`src/rtl/msrv32_pc_unit.sv`:
```
// msrv32_pc_unit
// Program counter unit: selects the next PC, keeps the registered PC and
// drives the instruction fetch address. A small BOOT/RUN/STALL machine
// keeps the fetch address stable while instruction memory is not ready.

module msrv32_pc_unit #(
   parameter logic [31:0] BOOT_ADDRESS = 32'h0000_0000
) (
   input  logic        clk_in,
   input  logic        rst_in,
   input  logic [1:0]  pc_src_in,
   input  logic        branch_taken_in,
   input  logic [31:0] iadder_in,
   input  logic [31:0] epc_in,
   input  logic [31:0] trap_address_in,
   input  logic        ahb_ready_in,
   output logic [31:0] pc_out,
   output logic [31:0] pc_plus_4_out,
   output logic [31:0] pc_mux_out,
   output logic [31:0] iaddr_out,
   output logic        misaligned_instr_out
);

   localparam logic [1:0] BOOT  = 2'd0;
   localparam logic [1:0] RUN   = 2'd1;
   localparam logic [1:0] STALL = 2'd2;

   localparam logic [1:0] SRC_BOOT = 2'b00;
   localparam logic [1:0] SRC_EPC  = 2'b01;
   localparam logic [1:0] SRC_TRAP = 2'b10;

   logic [1:0]  state;
   logic [31:0] held_addr;
   logic [31:0] branch_target;
   logic [31:0] next_pc;
   logic [31:0] fetch_addr;

   // JALR semantics: bit 0 of the computed target is always dropped
   assign branch_target = iadder_in & 32'hFFFF_FFFE;
   assign pc_plus_4_out = pc_out + 32'd4;
   assign next_pc       = branch_taken_in ? branch_target : pc_plus_4_out;

   // Only a taken branch/jump can produce a target that is not word aligned
   assign misaligned_instr_out = (pc_src_in == 2'b11) && branch_taken_in && branch_target[1];

   // Next-PC source selection
   always_comb begin
      case (pc_src_in)
         SRC_BOOT: pc_mux_out = BOOT_ADDRESS;
         SRC_EPC:  pc_mux_out = epc_in;
         SRC_TRAP: pc_mux_out = trap_address_in;
         default:  pc_mux_out = next_pc;
      endcase
   end

   // Fetch address depends on the state; the low two bits are always cleared
   always_comb begin
      case (state)
         BOOT:    fetch_addr = BOOT_ADDRESS;
         STALL:   fetch_addr = held_addr;
         default: fetch_addr = pc_mux_out;
      endcase
      iaddr_out = fetch_addr & 32'hFFFF_FFFC;
   end

   // State, PC and held-address registers; the held address keeps the full
   // next-PC value so a misaligned target is still loaded into pc_out later
   always_ff @(posedge clk_in or negedge rst_in) begin
      if (!rst_in) begin
         state     <= BOOT;
         pc_out    <= BOOT_ADDRESS;
         held_addr <= BOOT_ADDRESS;
      end else begin
         case (state)
            BOOT: begin
               if (ahb_ready_in) begin
                  state  <= RUN;
                  pc_out <= BOOT_ADDRESS;
               end
            end
            RUN: begin
               if (ahb_ready_in) begin
                  pc_out <= pc_mux_out;
               end else begin
                  state     <= STALL;
                  held_addr <= pc_mux_out;
               end
            end
            STALL: begin
               if (ahb_ready_in) begin
                  state  <= RUN;
                  pc_out <= held_addr;
               end
            end
            default: begin
               state <= BOOT;
            end
         endcase
      end
   end

endmodule
```
`config.mk`:
```
export PLATFORM = sky130hd
export DESIGN_NAME = msrv32_pc_unit
export DESIGN_NICKNAME = d
export VERILOG_FILES = /design/src/rtl/msrv32_pc_unit.sv
export SDC_FILE = /design/constraint.sdc
export NUM_CORES = 1
export LEC_CHECK = 0
export CORE_UTILIZATION = 45
export DETAILED_ROUTE_END_ITERATION = 8
export PLACE_DENSITY_LB_ADDON = 0.12
export SLEW_MARGIN = 10
export SYNTH_ARGS = -nofsm -noshare
export SYNTH_HDL_FRONTEND = slang
export SYNTH_SLANG_ARGS = --single-unit
```
`constraint.sdc`:
```
create_clock -name clk_in -period 7.1 [get_ports clk_in]
set_clock_uncertainty 0.05 [all_clocks]
set_input_delay 0.71 -clock clk_in [delete_from_list [all_inputs] [get_ports clk_in]]
set_output_delay 0.71 -clock clk_in [all_outputs]
set_load 0.01 [all_outputs]
```
==> metrics.csv <==
stage,metric,value,unit
outcome,outcome,completed,
logic_synthesis,synth_area_leaders,"dfrtp_1 (33%), nand2_1 (6.5%), o21ai_0 (6.1%)",
clock_network,cts_buffers,9,
logic_synthesis,synth_top_area_share,32.9,%
timing,report.final.slew_viol_count,0,
die,rows,38,
clock_network,cts-root-buf,clkbuf_8,
clock_network,cts_tree,yes,
placed_design,io_buffers,227,
routing,firstDrtPassIters,5,
global_route,grt_max_degree,67,
logic_synthesis,synth_warnings,0,
routing,vias,6056,
logic_synthesis,postSynthCellCount,666,
clock_network,cts_buffer_depth,2,
clock_network,cts.sinks,66,
worst_hold_path,hold_class,register to register,
global_route,use_met1,46.7,%
placed_design,place_inst,977,
logic_synthesis,yosysSeqAreaShare,32.9,%
worst_setup_path,start_kind,input pin,
worst_setup_path,cp_max_fo,36,
routing,via_per_inst,6.10,
logic_synthesis,synth_top_cell_by_area,dfrtp_1,
power,power_density,364,mW/mm^2
flow_run,maxCapViolCount,0,
logic_synthesis,yosys-top-cells-count,"nand2_1 (87), dfrtp_1 (66), nor2_1 (61), o21ai_0 (61), clkbuf_1 (57)",
timing,setup_violations,0,
finish,multi_input_area,0.00296,sq mm
finish,regArea,0.00165,sq mm
worst_setup_path,crit_type,input pin to output pin,
global_route,use_met3,9.93,%
timing,setup_tns,0,ns
finish,n_antenna_cell,0,
global_route,grt_pass1_wl,31600,um
die,fp.coreArea,0.0108,sq mm
finish,areaGrowthSynthToFinish,49.3,%
finish,fillers,925,
timing,max_clock_freq,198,MHz
die,start_util,46.2,%
power,internal_power,1.52,mW
routing,wirelength,20800,um
die,io_pins,231,
timing,relSlewSlack,15.1,%
timing,finalCritPeriodShare,71.0,%
clock_network,clk-insertion-delay-late,0.35,ns
global_route,grt_overflow,0,
power,clkPwrFrac,13.2,%
logic_synthesis,async_flop_share,100,%
power,netSwitchingFraction,44.3,%
die,dieArea,0.0116,sq mm
die,die_h,108,um
finish,stdcell_count,993,
global_route,grt_use_met2,56.0,%
routing,wire_per_inst,20.9,um
clock_network,hold_buffers,0,
global_route,busiest_layer,met2,
timing,finalCriticalPeriod,5.04,ns
timing,tightest_slew,1.27,ns
global_route,grt_pass1_vias,5798,
logic_synthesis,synth_edf_count,0,
logic_synthesis,synth_flop_cell,dfrtp_1,
clock_network,post_cts_buffers,0,
finish,final_util,69.0,%
worst_setup_path,crit_required,6.34,ns
timing,whs,0.449,ns
worst_setup_path,arrival,4.28,ns
power,peakVddDrop,0.000203,V
finish,drive_gt1_share,5.74,%
worst_setup_path,cp-end-kind,output pin,
timing,final-hold-violation-count,0,
finish,final_nets,954,
clock_network,h-tree-depth,3,
power,share_seq_of_total_power,30.8,%
global_route,grtUsageTotal,36.0,%
placed_design,dp_hpwl,14700,um
logic_synthesis,synth.most_common_cell,nand2_1,
power,power.leakage,3.06,nW
clock_network,postCtsResizedCells,0,
logic_synthesis,synth-seq-cells,66,
power,p_sw,1.21,mW
routing,drtIter0Drc,632,
logic_synthesis,avgSynthCellArea,7.53,sq um
logic_synthesis,synth_cell_types,65,
die,die_w,108,um
routing,route.detailed.drc,0,
power,combPwrFrac,56.1,%
logic_synthesis,netlist_area,0.00501,sq mm
routing,ant_nets,0,
clock_network,clk_pin_slew,0.08,ns
timing,rsz0062_at_grt,no,
placed_design,routabilityCongestion,0.896,
global_route,antenna_found_initial,0,
[critical path, cell delays in order]
cell             delay (ns)
clkdlybuf4s50_1        0.68
buf_4                  0.43
clkinv_1               0.75
a221oi_1               0.47
nor2_1                 0.10
a211oi_1               0.50
o21ai_0                0.14
clkdlybuf4s50_1        0.50
[power by group through the flow]
stage	Sequential (mW)	Combinational, mW	Clock (mW)
floorplan	0.752	0.757	0
global route	0.864	1.64	0.372
detailed placement	0.833	1.51	0
global placement	0.822	1.48	0
finish	0.838	1.53	0.358
CTS	0.828	1.52	0.357
[kinds of logic (layout without fill, tap and decap cells)]
group           count (synthesis)  in the layout  synth area share (%)
simple gates                  240            240                  24.2
fa+ha+maj                       4              4                 0.998
mux                             6              6                  1.25
xor+xnor                       26             26                  4.54
buf+inv                       103            289                  8.19
flops                          66             66                  32.9
compound gates                220            220                  27.9
other cells                     1              2                0.0748
[layout by cell type (no fill, tap or decap), types with 4 or more instances in the layout]
cell type,synthesis,final
buf_4,4,9
a222oi_1,4,4
inv_1,36,36
o22ai_1,27,27
a21oi_1,56,56
xnor2_1,6,6
o31ai_1,9,9
or2_2,5,5
a22oi_1,7,7
nor4_1,7,7
mux2i_1,4,4
dfrtp_1,66,66
ha_1,4,4
clkdlybuf4s50_1,0,226
nand2b_1,6,5
nor2_1,61,61
o21ai_0,61,60
and2_1,4,4
xor2_1,20,20
clkbuf_8,0,10
and3_1,4,4
nand4_1,10,10
o21a_1,4,4
o311a_1,4,4
and4_1,5,5
nor2b_1,6,5
a22o_1,10,10
nor3_1,9,9
a221oi_1,12,12
nand2_1,87,87
nand3_1,14,14
[state kept, by name (all words and copies together) (netlist names)]
register and flops:
state 2, pc_out 32, held_addr 32
[area by class of cell]
| cell class | instances | share of cell area, % |
|---|---|---|
| Clock inverter | 5 | 1.04 |
| Timing Repair Buffer | 236 | 31.2 |
| Tap cell | 140 | 2.34 |
| Multi-Input combinational cell | 498 | 39.6 |
| Inverter | 37 | 1.86 |
| Sequential cell | 66 | 22.1 |
| Clock buffer | 11 | 1.89 |
[path summary, 6_finish.rpt]
check / startpoint / end / slack [ns] / cells after the start
hold reg to reg: held_addr[2]$_DFFE_PN0P_ / held_addr[2]$_DFFE_PN0P_ / 0.45 / 2
hold / removal: held_addr[2]$_DFFE_PN0P_ / held_addr[2]$_DFFE_PN0P_ / 0.45 / 2
setup / recovery: pc_src_in[0] / iaddr_out[25] / 2.06 / 8
min in group asynchronous: rst_in / pc_out[27]$_DFFE_PN0P_ / 0.50 / 2
max in group asynchronous: rst_in / pc_out[8]$_DFFE_PN0P_ / 5.91 / 2
setup reg to reg: state[1]$_DFFE_PN0P_ / pc_out[3]$_DFFE_PN0P_ / 4.16 / 7
[per-layer routing]
layer	part of all wire, %	wire length [um]	vias to the layer above
li1	-	-	2745
met1	40	8370	2880
met2	45	9320	391
met3	12	2500	40
met4	2.7	554	0
met5	0	0	-
[metrics by stage]
stage | area [sq um] | worst slack (ns) | power [mW]
after global placement | 7260 | 2.23 | 2.30
after CTS | 7480 | 2.18 | 2.70
after global routing | 7480 | 1.90 | 2.87
after floorplan | 5020 | 4.02 | 1.51
final | 7480 | 2.06 | 2.72
after detailed placement | 7260 | 2.18 | 2.34
Power figures use the tool's default switching activity.
